**src/rtl/bios_stream_loader_pkg.sv**
```systemverilog
// Shared types and constants for the BIOS byte-stream loader.
// Frame: SYNC, LEN(4B LE), BASE(4B LE), N*4 data bytes, CSUM.
package bios_stream_loader_pkg;

  typedef enum logic [2:0] {
    ST_IDLE,
    ST_LEN,
    ST_BASE,
    ST_DATA,
    ST_CSUM
  } state_e;

  localparam logic [7:0] SYNC_BYTE_DEF = 8'hA5;
  localparam int unsigned FIELD_BYTES = 4;

endpackage

```
**src/rtl/loader_word_assembler.sv**
```systemverilog
// Little-endian byte-to-word assembler shared by LEN, BASE and DATA fields.
// word_valid_o fires combinationally with the 4th byte of each word.
module loader_word_assembler
  import bios_stream_loader_pkg::*;
(
  input  logic        clk,
  input  logic        rst,
  input  logic        clr_i,
  input  logic        byte_valid_i,
  input  logic [7:0]  byte_i,
  output logic        word_valid_o,
  output logic [31:0] word_o
);

  logic [1:0]  idx_q, idx_d;
  logic [23:0] acc_q, acc_d;

  assign word_valid_o = byte_valid_i
                      & (idx_q == 2'(FIELD_BYTES - 1));
  assign word_o = {byte_i, acc_q};

  always_comb begin
    idx_d = idx_q;
    acc_d = acc_q;
    if (clr_i) begin
      idx_d = '0;
      acc_d = '0;
    end else if (byte_valid_i) begin
      idx_d = idx_q + 2'd1;
      unique case (idx_q)
        2'd0:    acc_d[7:0]   = byte_i;
        2'd1:    acc_d[15:8]  = byte_i;
        2'd2:    acc_d[23:16] = byte_i;
        default: ;
      endcase
    end
  end

  always_ff @(posedge clk or negedge rst) begin
    if (!rst) begin
      idx_q <= '0;
      acc_q <= '0;
    end else begin
      idx_q <= idx_d;
      acc_q <= acc_d;
    end
  end

endmodule

```
**src/rtl/bios_stream_loader.sv**
```systemverilog
// Frame-parsing program loader: writes words to BIOS memory
// while holding the CPU in reset.
module bios_stream_loader
  import bios_stream_loader_pkg::*;
#(
  parameter int unsigned MEM_ADDR_WIDTH = 12,
  parameter logic [7:0]  SYNC_BYTE      = SYNC_BYTE_DEF,
  parameter int unsigned TIMEOUT_CYCLES = 50_000
) (
  input  logic                      clk,
  input  logic                      rst,
  input  logic [7:0]                rx_data,
  input  logic                      rx_valid,
  output logic                      rx_ready,
  output logic                      mem_we,
  output logic [3:0]                mem_wbe,
  output logic [MEM_ADDR_WIDTH-1:0] mem_addr,
  output logic [31:0]               mem_din,
  output logic                      cpu_rst_hold,
  output logic                      load_done,
  output logic                      load_error
);

  localparam int unsigned TW = $clog2(TIMEOUT_CYCLES + 1);
  localparam logic [32:0] MEM_WORDS = 33'd1 << MEM_ADDR_WIDTH;

  state_e state_q, state_d;

  logic [31:0]               len_q, len_d;
  logic [7:0]                csum_q, csum_d;
  logic [TW-1:0]             idle_q, idle_d;
  logic [MEM_ADDR_WIDTH-1:0] addr_q, addr_d;
  logic [31:0]               din_q, din_d;
  logic                      we_q, we_d;
  logic                      hold_q, hold_d;
  logic                      done_q, done_d;
  logic                      err_q, err_d;

  logic        acc, asm_en, asm_clr, wv;
  logic [31:0] word;
  logic        start, timeout, range_bad;
  logic [32:0] span;

  assign rx_ready = 1'b1;
  assign acc      = rx_valid & rx_ready;
  assign asm_clr  = (state_q == ST_IDLE);
  assign asm_en   = acc & ((state_q == ST_LEN)
                         | (state_q == ST_BASE)
                         | (state_q == ST_DATA));

  loader_word_assembler u_asm (
    .clk          (clk),
    .rst          (rst),
    .clr_i        (asm_clr),
    .byte_valid_i (asm_en),
    .byte_i       (rx_data),
    .word_valid_o (wv),
    .word_o       (word)
  );

  // Span computed in 33 bits so a huge LEN cannot wrap past the check.
  assign span      = {3'b000, word[31:2]} + {1'b0, len_q};
  assign range_bad = (|word[1:0]) | (span > MEM_WORDS);
  assign start     = (state_q == ST_IDLE) & acc & (rx_data == SYNC_BYTE);
  assign timeout   = (state_q != ST_IDLE) & ~acc
                   & (idle_q == TW'(TIMEOUT_CYCLES - 1));

  always_ff @(posedge clk or negedge rst) begin
    if (!rst) state_q <= ST_IDLE;
    else      state_q <= state_d;
  end

  always_comb begin
    state_d = state_q;
    unique case (state_q)
      ST_IDLE: if (start) state_d = ST_LEN;
      ST_LEN:  if (wv) state_d = ST_BASE;
      ST_BASE:
        if (wv) begin
          if (range_bad)       state_d = ST_IDLE;
          else if (len_q == 0) state_d = ST_CSUM;
          else                 state_d = ST_DATA;
        end
      ST_DATA: if (wv && len_q == 32'd1) state_d = ST_CSUM;
      ST_CSUM: if (acc) state_d = ST_IDLE;
      default: state_d = ST_IDLE;
    endcase
    if (timeout) state_d = ST_IDLE;
  end

  always_comb begin
    len_d  = len_q;
    csum_d = csum_q;
    addr_d = addr_q;
    din_d  = din_q;
    we_d   = 1'b0;
    hold_d = hold_q;
    done_d = done_q;
    err_d  = err_q;
    idle_d = (state_q == ST_IDLE || acc) ? '0 : idle_q + 1'b1;
    if (we_q) addr_d = addr_q + 1'b1;
    if (start) begin
      csum_d = '0;
      hold_d = 1'b1;
      done_d = 1'b0;
      err_d  = 1'b0;
    end
    if (state_q == ST_LEN && wv) len_d = word;
    if (state_q == ST_BASE && wv) begin
      if (range_bad) begin
        err_d  = 1'b1;
        hold_d = 1'b0;
      end else begin
        addr_d = word[MEM_ADDR_WIDTH+1:2];
      end
    end
    if (state_q == ST_DATA && acc) begin
      csum_d = csum_q + rx_data;
      if (wv) begin
        we_d  = 1'b1;
        din_d = word;
        len_d = len_q - 32'd1;
      end
    end
    if (state_q == ST_CSUM && acc) begin
      done_d = (rx_data == csum_q);
      err_d  = (rx_data != csum_q);
      hold_d = 1'b0;
    end
    if (timeout) begin
      err_d  = 1'b1;
      hold_d = 1'b0;
    end
  end

  always_ff @(posedge clk or negedge rst) begin
    if (!rst) begin
      len_q  <= '0;
      csum_q <= '0;
      idle_q <= '0;
      addr_q <= '0;
      din_q  <= '0;
      we_q   <= 1'b0;
      hold_q <= 1'b0;
      done_q <= 1'b0;
      err_q  <= 1'b0;
    end else begin
      len_q  <= len_d;
      csum_q <= csum_d;
      idle_q <= idle_d;
      addr_q <= addr_d;
      din_q  <= din_d;
      we_q   <= we_d;
      hold_q <= hold_d;
      done_q <= done_d;
      err_q  <= err_d;
    end
  end

  assign mem_we       = we_q;
  assign mem_wbe      = {4{we_q}};
  assign mem_addr     = addr_q;
  assign mem_din      = din_q;
  assign cpu_rst_hold = hold_q;
  assign load_done    = done_q;
  assign load_error   = err_q;

endmodule

```
**config.mk**
```make
export PLATFORM = sky130hd
export DESIGN_NAME = bios_stream_loader
export DESIGN_NICKNAME = d
export VERILOG_FILES = /design/src/rtl/bios_stream_loader_pkg.sv /design/src/rtl/loader_word_assembler.sv /design/src/rtl/bios_stream_loader.sv
export SDC_FILE = /design/constraint.sdc
export NUM_CORES = 1
export LEC_CHECK = 0
export BUFFER_PORTS_ARGS = -buffer_cell sky130_fd_sc_hd__clkbuf_2
export CORE_MARGIN = 3
export CORE_UTILIZATION = 40
export DETAILED_ROUTE_END_ITERATION = 12
export PLACE_DENSITY_LB_ADDON = 0.3
export SLEW_MARGIN = 20
export SYNTH_ARGS = -nofsm -noshare
export SYNTH_HDL_FRONTEND = slang
export SYNTH_SLANG_ARGS = --single-unit
```
**constraint.sdc**
```tcl
create_clock -name clk -period 8.1 [get_ports clk]
set_clock_uncertainty 0.1 [all_clocks]
set_input_delay 1.62 -clock clk [delete_from_list [all_inputs] [get_ports clk]]
set_output_delay 1.62 -clock clk [all_outputs]
set_load 0.02 [all_outputs]
```
# Word level (Yosys, flattened, before mapping)
# Index checks and enable logic that the tools add are counted.
[totals]
register_bits = 133
[op_classes]
n_addsub = 6
n_lt_le_gt_ge = 1
n_eq_ne = 17
muxes = 39
bitwise = 10
n_reduce_logical = 22
[op_table]
columns = ["operator", "count"]
rows = [
  ["32-bit 2-to-1 mux", 3],
  ["24-bit 2-to-1 mux", 2],
  ["8-bit 2-to-1 mux", 5],
  ["12-bit 2-to-1 mux", 3],
  ["30-bit by 32-bit adder with 33-bit output", 1],
  ["33-bit by 13-bit greater-than comparator with 1-bit output, second input constant", 1],
  ["32-bit by 1-bit equality test with 1-bit output, second input constant", 1],
  ["32-bit zero test", 1],
  ["32-bit by 1-bit subtractor with 32-bit output, second input constant", 1],
  ["3-bit 2-to-1 mux", 8],
  ["16-bit by 1-bit adder with 16-bit output, second input constant", 1],
  ["16-bit equality test, second input constant", 1],
  ["16-bit 2-to-1 mux", 1],
  ["3-bit case mux with 5 select lines", 1],
  ["1-bit 2-to-1 mux", 14],
  ["12-bit by 1-bit adder with 12-bit output, second input constant", 1],
  ["3-bit != test, second input constant", 4],
  ["2-bit nonzero test", 6],
  ["8-bit adder", 1],
  ["8-bit equality test", 1],
  ["8-bit equality test, second input constant", 1],
  ["8-bit != test", 1],
  ["2-bit AND reduction", 4],
  ["1-bit bitwise AND", 6],
  ["17 further kinds", 26],
]

# Longest topological paths before layout
# Gate-level depths: netlist of the first run.
[logic_depth]
ltp_word = 9
ltp_mapped = 13
ltp_nobuf = 12

# Cells and area by module
# Synthesis of the first run repeated with hierarchy kept, for this count alone.
[unflattened]
hier_cells = 997
hier_area_um2 = 9019.9
[modules_own_cells]
columns = ["mod", "instances", "cells_per_inst", "area_each_um2", "seq_area_each_um2"]
rows = [
  ["bios_stream_loader", 1, 887, 7717.4, 2677.6],
  ["loader_word_assembler", 1, 110, 1302.5, 650.6],
]

# Least setup slack after synthesis of the first run
# Ideal clock, no wire load.
[synth_timing]
path_type = "input port to flip-flop"
start = "input port rx_data[0]"
end = "register addr_q[10], in the netlist mem_addr[10]"
setup_ns = 0.125
t_arrival_ns = 4.383
required_time_ns = 7.875
setup_slack_ns = 3.491
path_stages = 13
path_cell_list = "ha_1 -> clkbuf_1 -> nand4_1 -> or2_2 -> o22ai_1 -> nor3b_1 -> a221o_1 -> a22oi_1 -> nand4_1 -> nor4_4 -> and2_4 -> buf_12 -> mux2_4"
[synth_between]
elab_chain_len = 5
[synth_lines]
columns = ["element", "line_no", "text"]
rows = [
  ["start: declaration", "bios_stream_loader.sv:12", "input logic [7:0] rx_data,"],
  ["30-bit by 32-bit adder with 33-bit output", "bios_stream_loader.sv:62", "assign span = {3'b000, word[31:2]} + {1'b0, len_q};"],
  ["33-bit by 13-bit greater-than comparator with 1-bit output", "bios_stream_loader.sv:63", "assign range_bad = (|word[1:0]) | (span > MEM_WORDS);"],
  ["1-bit bitwise OR", "bios_stream_loader.sv:63", ""],
  ["12-bit 2-to-1 mux", "bios_stream_loader.sv:110", "if (range_bad) begin"],
  ["12-bit 2-to-1 mux", "bios_stream_loader.sv:109", "if (state_q == ST_BASE && wv) begin"],
  ["named net addr_d[10]", "bios_stream_loader.sv:32", "logic [MEM_ADDR_WIDTH-1:0] addr_q, addr_d;"],
  ["end signal: assignment", "bios_stream_loader.sv:151", "addr_q <= addr_d;"],
  ["end: declaration", "bios_stream_loader.sv:32", ""],
]
# The timed path passes the listed nets, and every way through them passes these cells.
# A chain may end at the register's enable or synchronous reset.

# Worst setup path after layout of the first run
[layout_timing]
start = "input port rx_data[1]"
end = "register addr_q[2], in the netlist mem_addr[2]"
# The elaborated chain is that of the path after synthesis.

==> results.txt, run 1 <==
Hold_ws = 0.395 ns
Floorplan row count = 53
Top_reg_cell synth = dfrtp_1
Setup crit start kind = primary input
# port buffers = 62
Cell count of the worst reg-to-reg path = 12
Leakage Power = 0.00433 uW
Upper clock frequency limit = 208 MHz
VDD IR max = 0.148 mV
Post-synthesis net count = 1039
Worst path bufs/invs = 1
First-pass GRT wire length = 39400 um
Clk sink count = 133
Setup TNS = 0 ns
Drt wl/cell = 18.5 um
I/O pin count = 64
Total Die Area = 23400 um^2
Antenna violations before repair = 0
Number of synthesized register bits = 133
Placer Congestion = 0.936
Post-cts resize count = 0
Remaining DRCs = 0
Hold Crit Class = reg2reg
Power Density = 244 nW/um^2
Share of cells above drive strength 1 = 16.1%
Avg Inst Size Synth = 8.80 um^2
H-tree lvl count = 4
Max_cap viols = 0
Final period util = 59.4%
EDFF count, synth = 0
Diode count = 0
Count of hold-fix buffers inserted at cts = 0
Die Ht = 153 um
R2R setup slack = 3.36 ns
Pre-CTS WS = 2.87 ns
Final min period = 4.81 ns
RSZ-0062 raised after global routing = no
Die X = 153 um
Setup WS post-layout = 3.29 ns
Leading area contributor after synthesis = dfrtp_1
Largest net degree at the start of global routing = 91
Crit path largest cell delay = 0.51 ns
Yosys warnings = 0
Unique masters post-synth = 68
Reg-to-Reg End = mem_addr[2]
Post-synthesis sequential area ratio = 38.6%
Asr flop ratio synth = 100%
Worst slew margin = 29.7%
Dpl hpwl = 17300 um
Synth Cell Area = 8630 um^2
Crit Path Class = in2reg
Status = completed
Router iterations before antenna repair = 5
Initial DRC count = 657
Required time of the critical path = 8.31 ns
Final hold viol count = 0
Buffer levels on the longest clock path = 2
Reg-to-reg startpoint = u_asm.acc_q[2]
Antenna-violating nets left = 0
Most frequent cells in the layout = dfrtp_1, nand2_1, a21oi_1, nor2_1, clkbuf_2
Hold depth = 1
Crit path max fanout = 12
Top-area cell type share of the netlist area = 38.6%
Mapped Cells = 981
Avg Vias per Cell = 5.84
Largest cells by area after synthesis = dfrtp_1, ha_1, a21oi_1
Initial Utilization = 40.9%
Clock Tree Root = clkbuf_16
Clock latency on the worst-skew pair = 0.42 ns
Post-CTS Repair Setup Buffers = 0
Critical hold path startpoint = idle_q[0]
Critical Path AT = 5.02 ns
Final-report max-slew violation count = 0
Hold path endpoint = idle_q[0]
Setup violations, final = 0
Post-Route WL = 24200 um
Gr usage total = 20.7%
TritonCTS clock tree = built
Family with the most delay on the worst path = simple AND/OR/NAND/NOR gates
Core Box Area = 21100 um^2
Commonest non-fill, non-tap cell in the layout = dfrtp_1
CTS clk-pin slew, worst paths = 0.06 ns
Core Util, Final = 46.4%
P&R area growth vs syn = 13.3%
Vias in the first global route = 7312
Cts bufs inserted = 17
Worst path most repeated cell = nand4_1
Vias = 7643
Crit path cell chain = clkbuf_2 -> ha_1 -> nand4_1 -> or2_2 -> o22ai_1 -> nor3b_1 -> a221o_1 -> a22oi_1 -> nand4_1 -> nor4_4 -> and2_4 -> mux2_2
GRT overflow = 0
Nets = 1078
Setup crit end kind = register
Slowest cell on crit path = nor4_4
Actual slew at the worst max-slew pin = 1.05 ns
## sequential cells by signal, summed over array words and instances (netlist names)
name          cells
cpu_rst_hold      1
load_done         1
u_asm.acc_q      24
len_q            32
load_error        1
idle_q           16
mem_din          32
mem_we            1
state_q           3
csum_q            8
u_asm.idx_q       2
mem_addr         12
## cell type report
class	count	area, um^2
clock inverters	14	165
fillers	2091	11300
flip-flops and latches	133	3330
repair buffers	71	404
multi-input cells	772	5010
clock buffers	18	439
well taps	275	344
inverters	25	93.8
## synth_stat cells (all sizes together) (9+ instances only)
library cell,count
and3,11
xor2,18
ha,45
nor4,12
and2,9
clkbuf,45
dfrtp,133
nor2,86
mux2,44
xnor2,27
nand3,34
nand2,118
or3,12
nand4,24
o31ai,11
a21oi,97
inv,25
o21ai,57
nor3,25
a21o,13
a211oi,12
## layer usage
metal  wire length [um]  share of wire, %  vias to the layer above  global-route usage, %
met5                  0                 0                        -                      0
met4                567               2.3                        0                   6.45
met3               1390               5.7                       39                   3.31
met2              11100                46                      239                   33.3
met1              11100                46                     3712                   28.9
li1                   -                 -                     3653                      -
## cells by family (layout without fill, tap and decap cells)
logic type      count (synthesis)  count (layout)  synth area share, %
compound gates                271             271                 19.8
flops                         133             133                 38.6
fa+ha+maj                      47              47                 6.99
xor+xnor                       45              45                 4.57
other cells                     1               1               0.0434
mux                            46              46                 6.23
simple gates                  362             362                 20.1
buf+inv                        76             128                 3.71
## through the flow
stage / power [uW] / std cells / instance area, um^2
4_1_cts: 2390 / 1307 / 9760
3_5_place_dp: 1590 / 1275 / 9150
6_report: 2380 / 1308 / 9780
5_1_grt: 2530 / 1308 / 9780
3_3_place_gp: 1580 / 1275 / 9150
2_1_floorplan: 1380 / 981 / 8630
## worst max path at each step
| stage | startpoint | end | slack, ns | depth (start not counted) |
|---|---|---|---|---|
| 5_1_grt | rx_data[1] | mem_addr[11] | 2.96 | 12 |
| 2_1_floorplan | rx_data[0] | mem_addr[10] | 3.49 | 13 |
| 4_1_cts | rx_data[1] | mem_addr[2] | 3.32 | 12 |
| 3_3_place_gp | rx_data[1] | mem_addr[11] | 2.92 | 12 |
| 3_5_place_dp | rx_data[1] | mem_addr[2] | 2.87 | 12 |
| 6_report | rx_data[1] | mem_addr[2] | 3.29 | 12 |
## power by group
group,total (uW),switching [uW],internal [uW]
sequential,875,129,746
clock,793,322,471
combinational,716,440,277
Note: power is estimated with default switching activity, not from simulation.
==> run 2, diff against run 1 <==
Settings changed: ABC_AREA set to 1.
Clock period 8.1 ns to 4.12 ns, I/O delays scaled along.
==> run 2 against run 1 <==
Sequential power grew 140%. Global-route usage decreased by 0.16 points. Total power rose to 2.9 times the previous value. Highest routed layer unchanged. Routed wire length increased by 8.3%. Setup slack got worse by 2.5 ns. Via count is 19% higher. Synthesized cell count increased by 47%. Core utilization decreased by 0.42 points. Final cell count rose by 40%. Hold slack worse by 0.054 ns. Flip-flop and latch count unchanged.
==> results.txt, run 2 <==
Status = completed
Critical Path AT = 3.59 ns (-1.43 ns)
Clk sink count = 133 (unchanged)
Avg Vias per Cell = 4.99 (-15%)
Setup crit end kind = register
Top-count cell post-synth = nand2_1
Final-report max-slew violation count = 0 (unchanged)
Cell count of the worst reg-to-reg path = 18 (+6)
Most common library cells after synthesis = nand2_1, inv_1, nor2_1
I/O pin count = 64 (unchanged)
Setup violations, final = 0 (unchanged)
# port buffers = 62 (unchanged)
Drt wl/cell = 14.3 um (-23%)
TritonCTS clock tree = built
Hold Crit Class = in2async
Logic pwr share = 48.6% (+19 points)
Final min period = 3.33 ns
Int Pwr = 3670 uW (+150%)
Initial Utilization = 40.8% (-0.13 points)
Leakage Power = 0.00557 uW (+29%)
Router iterations before antenna repair = 7 (+2)
Diode count = 0 (unchanged)
Gr usage total = 20.6% (-0.16 points)
Post-synthesis net count = 1500 (+44%)
Max_cap viols = 0 (unchanged)
Final period util = 80.8%
Tot Pwr = 7030 uW (+190%)
Die Ht = 161 um (+5.3%)
Yosys warnings = 0 (unchanged)
Clock power frac = 21.4% (-12 points)
Power Density = 650 nW/um^2 (+170%)
Initial DRC count = 635 (-3.3%)
CTS clk-pin slew, worst paths = 0.06 ns (about the same)
First-pass GRT wire length = 42800 um (+8.6%)
Upper clock frequency limit = 300 MHz
Remaining DRCs = 0 (unchanged)
Top-area cell type share of the netlist area = 34.6% (-3.9 points)
Sequential power share = 30.0% (-6.7 points)
Floorplan row count = 56 (+5.7%)
Core Box Area = 23500 um^2 (+12%)
Largest net degree at the start of global routing = 89 (-2.2%)
Worst slew margin = 35.6% (+5.9 points)
Mapped Cells = 1442 (+47%)
RSZ-0062 raised after global routing = no
Required time of the critical path = 4.38 ns (-3.93 ns)
Crit Path Class = reg2reg
Top_reg_cell synth = dfrtp_1
Nets = 1557 (+44%)
Number of synthesized register bits = 133 (unchanged)
VDD IR max = 0.310 mV (+110%)
Clock Tree Root = clkbuf_16
Actual slew at the worst max-slew pin = 0.966 ns (-0.0806 ns)
H-tree lvl count = 4 (unchanged)
Clock latency on the worst-skew pair = 0.43 ns (about the same)
Share of cells above drive strength 1 = 9.85% (-6.2 points)
Largest cells by area after synthesis = dfrtp_1, nand2_1, inv_1
EDFF count, synth = 0 (unchanged)
Synth Cell Area = 9610 um^2 (+11%)
Count of hold-fix buffers inserted at cts = 0 (unchanged)
Post-CTS Repair Setup Buffers = 0 (unchanged)
Die X = 161 um (+5.3%)
Commonest non-fill, non-tap cell in the layout = nand2_1
Unique masters post-synth = 47 (-31%)
Antenna violations before repair = 0 (unchanged)
Total Die Area = 25900 um^2 (+11%)
Antenna-violating nets left = 0 (unchanged)
Filler cells = 2457 (+18%)
Hold_ws = 0.341 ns (-0.0538 ns)
Vias in the first global route = 8256 (+13%)
Leading area contributor after synthesis = dfrtp_1
GRT overflow = 0 (unchanged)
Sw power = 3360 uW (+280%)
Setup TNS = 0 ns (unchanged)
Post-synthesis sequential area ratio = 34.6% (-3.9 points)
Placer Congestion = 0.919 (-1.8%)
Setup crit start kind = register
Buffer levels on the longest clock path = 2 (unchanged)
Final hold viol count = 0 (unchanged)
Avg Inst Size Synth = 6.66 um^2 (-24%)
Cts bufs inserted = 17 (unchanged)
P&R area growth vs syn = 12.7%
Asr flop ratio synth = 100% (unchanged)
Sw Ratio = 47.8% (+10 points)
Crit path max fanout = 24 (+12)
Vias = 9132 (+19%)
Most frequent cells in the layout = nand2_1, inv_1, nor2_1, dfrtp_1, o21ai_0
Post-Route WL = 26200 um (+8.3%)
Dpl hpwl = 20100 um (+17%)
Post-cts resize count = 0 (unchanged)
run 2: cells by family (layout without fill, tap and decap cells):
| group | after synthesis | count (layout) | share of synthesized area, % |
|---|---|---|---|
| AO/OA/AOI/OAI | 232 | 232 | 13.0 |
| XOR/XNOR | 20 | 20 | 1.82 |
| adder cells (fa/ha/maj) | 47 | 47 | 6.28 |
| buffers and inverters | 268 | 338 | 10.8 |
| flip-flops | 133 | 133 | 34.6 |
| other | 1 | 1 | 0.0390 |
| AND/OR/NAND/NOR | 741 | 741 | 33.3 |
run 2: layout make-up:
type / count / area [um^2] / share of cell area, %
multi-input cells: 1041 / 5250 / 48.5
repair buffers: 72 / 392 / 3.62
inverters: 234 / 878 / 8.11
flip-flops and latches: 133 / 3330 / 30.7
clock buffers: 20 / 437 / 4.03
clock inverters: 12 / 144 / 1.33
well taps: 319 / 399 / 3.69
run 2: power by group through the flow:
| stage | Combinational (uW) | Sequential (uW) | Clock (uW) |
|---|---|---|---|
| floorplan | 2630 | 1920 | 0 |
| global placement | 3360 | 2100 | 0 |
| detailed placement | 3380 | 2110 | 0 |
| CTS | 3420 | 2090 | 1530 |
| global route | 3950 | 2160 | 1590 |
| finish | 3420 | 2110 | 1500 |
run 2: final timing paths:
path                       startpoint           to  slack (ns)
setup / recovery             len_q[0]  mem_addr[7]        0.79
hold / removal                    rst  mem_addr[9]        0.34
setup reg to reg             len_q[0]  mem_addr[7]        0.79
hold reg to reg             idle_q[0]    idle_q[0]        0.36
max in group asynchronous         rst    len_q[23]        2.56
min in group clk            idle_q[0]    idle_q[0]        0.36
run 2: critical path, stage by stage, from the launching register on:
cell     delay, ns
dfrtp_1       0.48
ha_1          0.30
fa_1          0.43
nand2_1       0.09
nand2_1       0.07
nand3_1       0.09
nand2_1       0.12
nand2_1       0.08
nand2_1       0.14
nand2_1       0.10
nand2_1       0.05
nor2_1        0.08
nand3_1       0.09
nand2_1       0.12
nand3_2       0.15
nor3_4        0.23
buf_4         0.33
nand2_1       0.13
o21ai_2       0.07
run 2: metrics by stage:
stage	setup slack, ns	utilization [%]	std cells	area (um^2)
2_1_floorplan	1.26	-	1442	9610
3_3_place_gp	0.564	43.5	1799	10200
3_5_place_dp	0.551	43.5	1799	10200
4_1_cts	0.761	46.0	1831	10800
5_1_grt	0.560	46.0	1831	10800
6_report	0.791	46.0	1831	10800
run 2: routing by layer:
layer  part of all wire [%]  track usage (%)  vias up  wire length [um]
met5                      0                0        -                 0
met4                    1.8             6.14        0               475
met3                    4.9             3.36       36              1280
met2                     45             32.0      216             11800
met1                     48             29.6     4173             12600
li1                       -                -     4707                 -
==> run 3, diff against run 2 <==
Clock period 4.12 ns to 3.27 ns, I/O delays scaled along.
==> run 3 against run 2 <==
Sequential share of layout area down 0.56 points. Core utilization rose by 0.85 points. Via count grew 2.2%. Critical path type unchanged. Largest power group unchanged.
==> results.txt, run 3 (synthesis results as in run 2) <==
Status = completed
Nets = 1576 (+1.2%)
Final period util = 92.5% (+12 points)
Antenna violations before repair = 0 (unchanged)
Worst path most repeated cell = nand2_1
# port buffers = 62 (unchanged)
Reg-to-Reg End = mem_addr[11]
VDD IR max = 0.360 mV (+16%)
Clock Tree Root = clkbuf_16
Antenna-violating nets left = 0 (unchanged)
Die Ht = 161 um (unchanged)
I/O pin count = 64 (unchanged)
Worst path bufs/invs = 1 (unchanged)
Crit path cell chain = ha_2 -> fa_1 -> nand2_1 -> nand2_1 -> nand3_1 -> nand2_1 -> nand2_1 -> nand2_1 -> nand2_1 -> nand2_1 -> nand2_1 -> nand3_1 -> nor2_1 -> nand3_2 -> nor3_4 -> buf_12 -> nand2_1 -> o21ai_0
Sw power = 4440 uW (+32%)
Setup crit end kind = register
R2R setup slack = 0.25 ns (-0.55 ns)
Family with the most delay on the worst path = simple AND/OR/NAND/NOR gates
Core Box Area = 23500 um^2 (unchanged)
Gr usage total = 21.5% (+0.92 points)
Total Die Area = 25900 um^2 (unchanged)
Sw Ratio = 48.7% (+0.86 points)
Vias = 9335 (+2.2%)
Int Pwr = 4680 uW (+28%)
Vias in the first global route = 8707 (+5.5%)
Max_cap viols = 0 (unchanged)
Dpl hpwl = 21600 um (+7.2%)
Setup violations, final = 0 (unchanged)
TritonCTS clock tree = built
Hold_ws = 0.102 ns (-0.239 ns)
Placer Congestion = 0.944 (+2.7%)
Crit Path Class = reg2reg
Commonest non-fill, non-tap cell in the layout = nand2_1
Setup crit start kind = register
Filler cells = 2414 (-1.8%)
Worst slew margin = 57.6% (+22 points)
Diode count = 0 (unchanged)
Crit path largest cell delay = 0.45 ns (-0.03 ns)
Remaining DRCs = 0 (unchanged)
Actual slew at the worst max-slew pin = 0.635 ns (-0.330 ns)
Sequential power share = 28.5% (-1.5 points)
Logic pwr share = 50.0% (+1.4 points)
Final min period = 3.02 ns (-0.305 ns)
Clock latency on the worst-skew pair = 0.43 ns (about the same)
P&R area growth vs syn = 14.8%
Required time of the critical path = 3.52 ns (-0.86 ns)
Initial Utilization = 40.8% (unchanged)
Setup TNS = 0 ns (unchanged)
Upper clock frequency limit = 331 MHz (+10%)
Avg Vias per Cell = 5.05 (+1.2%)
Initial DRC count = 701 (+10%)
Floorplan row count = 56 (unchanged)
Storage cell area = 3330 um^2 (unchanged)
Count of hold-fix buffers inserted at cts = 0 (unchanged)
Clk sink count = 133 (unchanged)
Crit path max fanout = 24 (unchanged)
Final hold viol count = 0 (unchanged)
Tot Pwr = 9120 uW (+30%)
Largest net degree at the start of global routing = 66 (-26%)
RSZ-0062 raised after global routing = no
Most frequent cells in the layout = nand2_1, inv_1, nor2_1, dfrtp_1, o21ai_0
H-tree lvl count = 4 (unchanged)
Clock power frac = 21.5% (about the same)
Leakage Power = 0.00569 uW (+2.2%)
Router iterations before antenna repair = 5 (-2)
Share of cells above drive strength 1 = 11.4% (+1.5 points)
Power Density = 827 nW/um^2 (+27%)
CTS clk-pin slew, worst paths = 0.07 ns (about the same)
Critical Path AT = 3.27 ns (-0.32 ns)
Die X = 161 um (unchanged)
Cell count of the worst reg-to-reg path = 18 (unchanged)
GRT overflow = 0 (unchanged)
Post-Route WL = 27600 um (+5.4%)
Buffer levels on the longest clock path = 2 (unchanged)
Hold Crit Class = in2async
Cts bufs inserted = 17 (unchanged)
First-pass GRT wire length = 44900 um (+5.0%)
Reg-to-reg startpoint = len_q[0]
Final-report max-slew violation count = 0 (unchanged)
Drt wl/cell = 14.9 um (+4.4%)
Slowest cell on crit path = dfrtp_1
Multi-input gate area = 5260 um^2 (+0.17%)
run 3: changes by cell type in the layout (fill, tap and decap cells not counted), sizes merged:
| cell | delta |
|---|---|
| bufinv | -1 |
| clkinvlp | -2 |
| clkinv | +1 |
| clkbuf | -3 |
| inv | +5 |
| buf | +19 |
run 3: layout make-up:
class                           count  share of cell area [%]
Timing Repair Buffer               91                    5.07
Multi-Input combinational cell   1041                    47.7
Tap cell                          319                    3.62
Clock buffer                       17                    3.86
Clock inverter                     15                    1.62
Inverter                          234                    7.97
Sequential cell                   133                    30.2
run 3: how the worst max path moves through the flow:
stage	startpoint	end	slack (ns)	cells past startpoint
after floorplan	rx_data[1]	mem_addr[3]	0.58	16
after global placement	rx_data[2]	load_error	-0.0008	18
after detailed placement	rx_data[2]	load_error	0.0006	18
after CTS	len_q[0]	load_error	0.19	18
after global routing	len_q[0]	mem_addr[11]	0.02	18
final	len_q[0]	mem_addr[11]	0.25	18
run 3: what timing repair did:
action / CTS / global route
endpoints found under the setup margin: 0 / 7
setup buffers: 0 / 0
gates resized for setup: 0 / 3
hold endpoints to repair: 0 / 0
run 3: through the flow:
stage	utilization [%]	cells	instance area, um^2	setup slack [ns]
final	46.8	1850	11000	0.246
after detailed placement	44.2	1818	10400	0.000552
after global placement	44.2	1818	10400	-0.000824
after CTS	46.8	1850	11000	0.195
after floorplan	-	1442	9610	0.583
after global routing	46.8	1850	11000	0.0232
run 3: metal layers:
metal  part of all wire, %  global-route usage, %  routed length, um  vias to the layer above
met3                   6.3                   3.64               1740                       43
met4                   2.1                   6.57                590                        0
li1                      -                      -                  -                     4741
met5                     0                      0                  0                        -
met1                    45                   29.7              12500                     4262
met2                    46                   34.6              12800                      289
run 3: power by group through the flow:
stage	clock [uW]	combinational [uW]	sequential, uW
global route	2060	5240	2670
floorplan	0	3320	2420
global placement	0	4460	2600
CTS	1990	4530	2580
detailed placement	0	4490	2610
finish	1960	4560	2600
